===== src/rtl/digit_scan_ctrl_pkg.sv =====
`default_nettype none
// +----------------------------------------------------------------------+
// | scan_pkg : shared types and sizes for the digit scan controller      |
// | Rev 1.0                                                              |
// +----------------------------------------------------------------------+
package scan_pkg;

  typedef enum logic [1:0] {
    IDLE  = 2'd0,
    SHOW  = 2'd1,
    BLANK = 2'd2
  } state_t;

  localparam int NDIG  = 8;
  localparam int SEL_W = 3;
  localparam int NIB_W = 4;

endpackage
`default_nettype wire


===== src/rtl/digit_scan_ctrl_next_enabled_idx.sv =====
`default_nettype none
// +----------------------------------------------------------------------+
// | next_enabled_idx : circular priority finder over the digit mask      |
// | Rev 1.0                                                              |
// +----------------------------------------------------------------------+
module next_enabled_idx
  import scan_pkg::*;
(
  input  logic [NDIG-1:0]  mask,
  input  logic [SEL_W-1:0] start,
  input  logic             inclusive,
  output logic [SEL_W-1:0] idx,
  output logic             found,
  output logic             wrapped
);

  logic [SEL_W-1:0] base;
  logic [SEL_W-1:0] cand;

  // Walk from the far end back toward base so the nearest hit wins.
  always_comb begin
    base = start + (inclusive ? 3'd0 : 3'd1);
    idx  = '0;
    cand = '0;
    for (int k = NDIG - 1; k >= 0; k--) begin
      cand = base + SEL_W'(k);
      if (mask[cand]) idx = cand;
    end
  end

  assign found   = |mask;
  assign wrapped = inclusive ? (idx < start) : (idx <= start);

endmodule
`default_nettype wire


===== src/rtl/digit_scan_ctrl.sv =====
`default_nettype none
// +----------------------------------------------------------------------+
// | digit_scan_ctrl : dwell/blank scan sequencer for a 3-to-8 decoder    |
// | Rev 1.0                                                              |
// +----------------------------------------------------------------------+
module digit_scan_ctrl
  import scan_pkg::*;
#(
  parameter int SHOW_CYC  = 1000,
  parameter int BLANK_CYC = 50,
  parameter int CNT_W     = 16
) (
  input  logic             clk,
  input  logic             rst_n,
  input  logic             run,
  input  logic [NDIG-1:0]  digit_mask,
  input  logic [31:0]      data,
  output logic [SEL_W-1:0] sel,
  output logic             en,
  output logic [NIB_W-1:0] nibble,
  output logic             frame_done
);

  localparam logic [CNT_W-1:0] SHOW_LAST  = CNT_W'(SHOW_CYC - 1);
  localparam logic [CNT_W-1:0] BLANK_LAST = CNT_W'(BLANK_CYC - 1);

  state_t           state_q;
  logic [CNT_W-1:0] cnt_q;
  logic [SEL_W-1:0] sel_q;
  logic             en_q;
  logic [NIB_W-1:0] nibble_q;
  logic             frame_done_q;

  logic [SEL_W-1:0] sel_d;
  logic [NIB_W-1:0] nibble_d;
  logic             found_d;
  logic             wrap_d;
  logic             adv_d;

  // IDLE exit resumes on the current digit; an advance starts past it.
  next_enabled_idx u_find (
    .mask      (digit_mask),
    .start     (sel_q),
    .inclusive (state_q == IDLE),
    .idx       (sel_d),
    .found     (found_d),
    .wrapped   (wrap_d)
  );

  assign nibble_d = data[{sel_d, 2'b00} +: NIB_W];

  assign adv_d = ((state_q == SHOW) && (cnt_q == SHOW_LAST) && (BLANK_CYC == 0)) ||
                 ((state_q == BLANK) && (cnt_q == BLANK_LAST));

  always_ff @(posedge clk) begin
    if (!rst_n) begin
      state_q      <= IDLE;
      cnt_q        <= '0;
      sel_q        <= '0;
      en_q         <= 1'b0;
      nibble_q     <= '0;
      frame_done_q <= 1'b0;
    end else begin
      frame_done_q <= 1'b0;
      if ((state_q != IDLE) && !run) begin
        state_q <= IDLE;
        en_q    <= 1'b0;
        cnt_q   <= '0;
      end else if (adv_d) begin
        cnt_q <= '0;
        if (found_d) begin
          state_q      <= SHOW;
          sel_q        <= sel_d;
          nibble_q     <= nibble_d;
          en_q         <= 1'b1;
          frame_done_q <= wrap_d;
        end else begin
          state_q <= IDLE;
          en_q    <= 1'b0;
        end
      end else begin
        case (state_q)
          IDLE: begin
            en_q  <= 1'b0;
            cnt_q <= '0;
            if (run && found_d) begin
              state_q  <= SHOW;
              sel_q    <= sel_d;
              nibble_q <= nibble_d;
              en_q     <= 1'b1;
            end
          end
          SHOW: begin
            if (cnt_q == SHOW_LAST) begin
              state_q <= BLANK;
              en_q    <= 1'b0;
              cnt_q   <= '0;
            end else begin
              cnt_q <= cnt_q + CNT_W'(1);
            end
          end
          BLANK: begin
            cnt_q <= cnt_q + CNT_W'(1);
          end
          default: begin
            state_q <= IDLE;
            en_q    <= 1'b0;
            cnt_q   <= '0;
          end
        endcase
      end
    end
  end

  assign sel        = sel_q;
  assign en         = en_q;
  assign nibble     = nibble_q;
  assign frame_done = frame_done_q;

endmodule
`default_nettype wire


===== config.mk =====
export PLATFORM = sky130hd
export DESIGN_NAME = digit_scan_ctrl
export DESIGN_NICKNAME = d
export VERILOG_FILES = /design/src/rtl/digit_scan_ctrl_pkg.sv /design/src/rtl/digit_scan_ctrl_next_enabled_idx.sv /design/src/rtl/digit_scan_ctrl.sv
export SDC_FILE = /design/constraint.sdc
export NUM_CORES = 1
export LEC_CHECK = 0
export CAP_MARGIN = 40
export CORE_MARGIN = 2
export CORE_UTILIZATION = 48
export DETAILED_ROUTE_END_ITERATION = 10
export PLACE_DENSITY = 0.77
export SYNTH_ARGS = -nofsm -noshare
export SYNTH_HDL_FRONTEND = slang
export SYNTH_SLANG_ARGS = --single-unit

===== constraint.sdc =====
create_clock -name clk -period 4 [get_ports clk]
set_input_delay 0.4 -clock clk [delete_from_list [all_inputs] [get_ports clk]]
set_output_delay 0.4 -clock clk [all_outputs]
set_load 0.005 [all_outputs]

==> impl_metrics.ini <==
[run_status]
status = finished clean

[synthesis]
seq_area_frac_synth = 0.195
synth_top_area_cell = dfxtp_1
synthCells = 335
synth-edff-count = 0
synth_ff_type = dfxtp_1
ys_warn_count = 0
synth.net_count = 390
yosys.area.top_type_share = 0.195
synth_most_common_cell = nor2_1
synth.avg_cell_area_um2 = 8.25
synth.distinct_cells = 58
synth_common_cells = nor2_1, nand2_1, dfxtp_1
synthTopCellsByArea = dfxtp_1, mux4_2, ha_1
async_flop_share = 0
ys_seq_elements = 27
synth.cell_area_um2 = 2770

[detailed_routing]
ant_nets = 0
dr.pass1.iters = 4
wl_um = 7420
via_count = 2813
route.detailed.drc = 0
routedWlPerCell_um = 15.9
via_per_inst = 6.01
drtIter0Drc = 272

[place]
port_buffers = 51
dp_hpwl_um = 5350
gp_congestion = 0.886
dp_cells = 449

[clock_tree]
hold_buffers = 0
clock_latency_ps = 270
clockRootBuffer = clkbuf_8
cts.path.max_buffers = 2
path_clk_slew_ps = 90
cts_num_sinks = 27
htree_levels = 1
cts_tree = yes
cts_buffers = 3

[global_routing]
antenna_found_initial = 0
grt_max_degree = 25
overflow = 0
grt_pass1_vias = 2546
grt_usage = 0.222
grt_pass1_wl_um = 11600

[sta]
clock-skew-final_ps = 2.78
period_share = 0.972
hold_viol = 0
max_slew_margin = 0.619
setup_violations = 0
worst_pin_slew_ps = 565
post-route-min-period_ps = 3890
clock.fmax_mhz = 257
slew_violations = 0

[run]
maxCapViolations = 0

[setup_path]
rr_worst_depth = 16
startpoint = state_q[1]
arrival_ps = 4060
worst-setup-path-type = reg -> reg
crit_path_start_kind = flip-flop
end_kind = flip-flop
r2r_start = state_q[1]
regToRegEndpoint = nibble[3]
rrSetupSlack_ps = 110
crit_end = nibble[3]
required_ps = 4170
path_max_fanout = 6

[final_layout]
diodes = 0
n_fill_cell = 466
drive_gt1_frac = 0.184
finalNetCount = 452
instances_no_fill = 468
synthToLayoutAreaGrowth_pct = 32.9

[die]
std_cell_rows = 27
io_pins = 52
die-height_um = 79.9
initial_core_util = 0.499
core_area_um2 = 5540
die_area_um2 = 6380
die_x_um = 79.9

[min_path]
hold_class = reg -> reg
==> worst max-delay path, stage by stage, from the launching register on <==
cell	delay, ps
dfxtp_2	350
inv_2	80
ha_4	160
inv_2	60
ha_4	160
ha_4	310
inv_1	120
ha_4	310
mux4_2	370
mux2_4	330
a211oi_1	200
o21a_1	210
nor3_4	70
buf_4	190
a2111oi_1	510
a31oi_1	100
o221a_1	250
==> worst min-delay path by stage <==
stage	start	endpoint	depth (start not counted)
floorplan	cnt_q[0]	cnt_q[0]	1
global placement	cnt_q[0]	cnt_q[0]	1
detailed placement	cnt_q[0]	cnt_q[0]	1
CTS	cnt_q[0]	cnt_q[0]	1
global route	state_q[1]	state_q[1]	2
finish	cnt_q[0]	cnt_q[0]	1
==> registers in the layout, indices dropped and copies added (netlist names) <==
register / flops
sel: 3
en: 1
frame_done: 1
state_q: 2
cnt_q: 16
nibble: 4
==> cells by family after synthesis <==
kind of cell / Yosys count / synth area share
AND/OR/NAND/NOR: 125 / 0.214
AO/OA/AOI/OAI: 94 / 0.266
buffers and inverters: 34 / 0.0624
flip-flops: 27 / 0.195
multiplexers: 25 / 0.136
XOR/XNOR: 18 / 0.0719
adder cells (fa/ha/maj): 12 / 0.0543
==> routing by layer <==
metal,vias to the layer above,share of wire,GRT usage
li1,1386,-,-
met1,1327,0.44,0.300
met2,94,0.50,0.376
met3,6,0.050,0.0328
met4,0,0.0085,0.0441
met5,-,0,0
==> cells in the final DEF (no fill, tap or decap), types with 8 or more instances in the layout <==
cell / netlist / layout
mux2i_1: 11 / 9
inv_1: 13 / 10
nand2_1: 39 / 39
dfxtp_1: 27 / 26
a221oi_1: 9 / 9
clkdlybuf4s50_1: 0 / 51
a31oi_1: 17 / 16
nand3_1: 12 / 12
nor2_1: 40 / 39
mux4_2: 7 / 8
a21oi_1: 11 / 11
o21ai_0: 11 / 11
and3_1: 12 / 12
o211a_1: 9 / 9
buf_4: 3 / 24
xor2_1: 9 / 9
==> metrics by stage <==
| step | setup slack, ps | cell area, um^2 | hold slack, ps | setup TNS (ps) | utilization |
|---|---|---|---|---|---|
| 3_5_place_dp | 1.15 | 3430 | 456 | 0 | 0.618 |
| 4_1_cts | 7.87 | 3480 | 478 | 0 | 0.628 |
| 6_report | 111 | 3670 | 482 | 0 | 0.663 |
| 3_3_place_gp | 98.1 | 3430 | 442 | 0 | 0.618 |
| 5_1_grt | -62.7 | 3670 | 543 | -159 | 0.663 |
| 2_1_floorplan | 6.12 | 2870 | 430 | 0 | - |
==> cell type report <==
type	instances	area [um^2]	share of cell area
tap	72	90.1	0.0245
clock buffer	3	41.3	0.0112
inverter	14	65.1	0.0177
timing repair buffer	77	716	0.195
clock inverter	1	7.51	0.00204
multi-input combinational	274	2210	0.602
sequential	27	542	0.147
==> timing repair <==
| action | in CTS | in global routing |
|---|---|---|
| setup buffers | 0 | 15 |
| pin swaps | 0 | 7 |
| resized for setup | 2 | 20 |
| cloned | 0 | 0 |
| endpoints found under the setup margin | 2 | 5 |
Power is not shown: default switching activity piles up to over one toggle a cycle in this logic, so the estimate is an artifact.
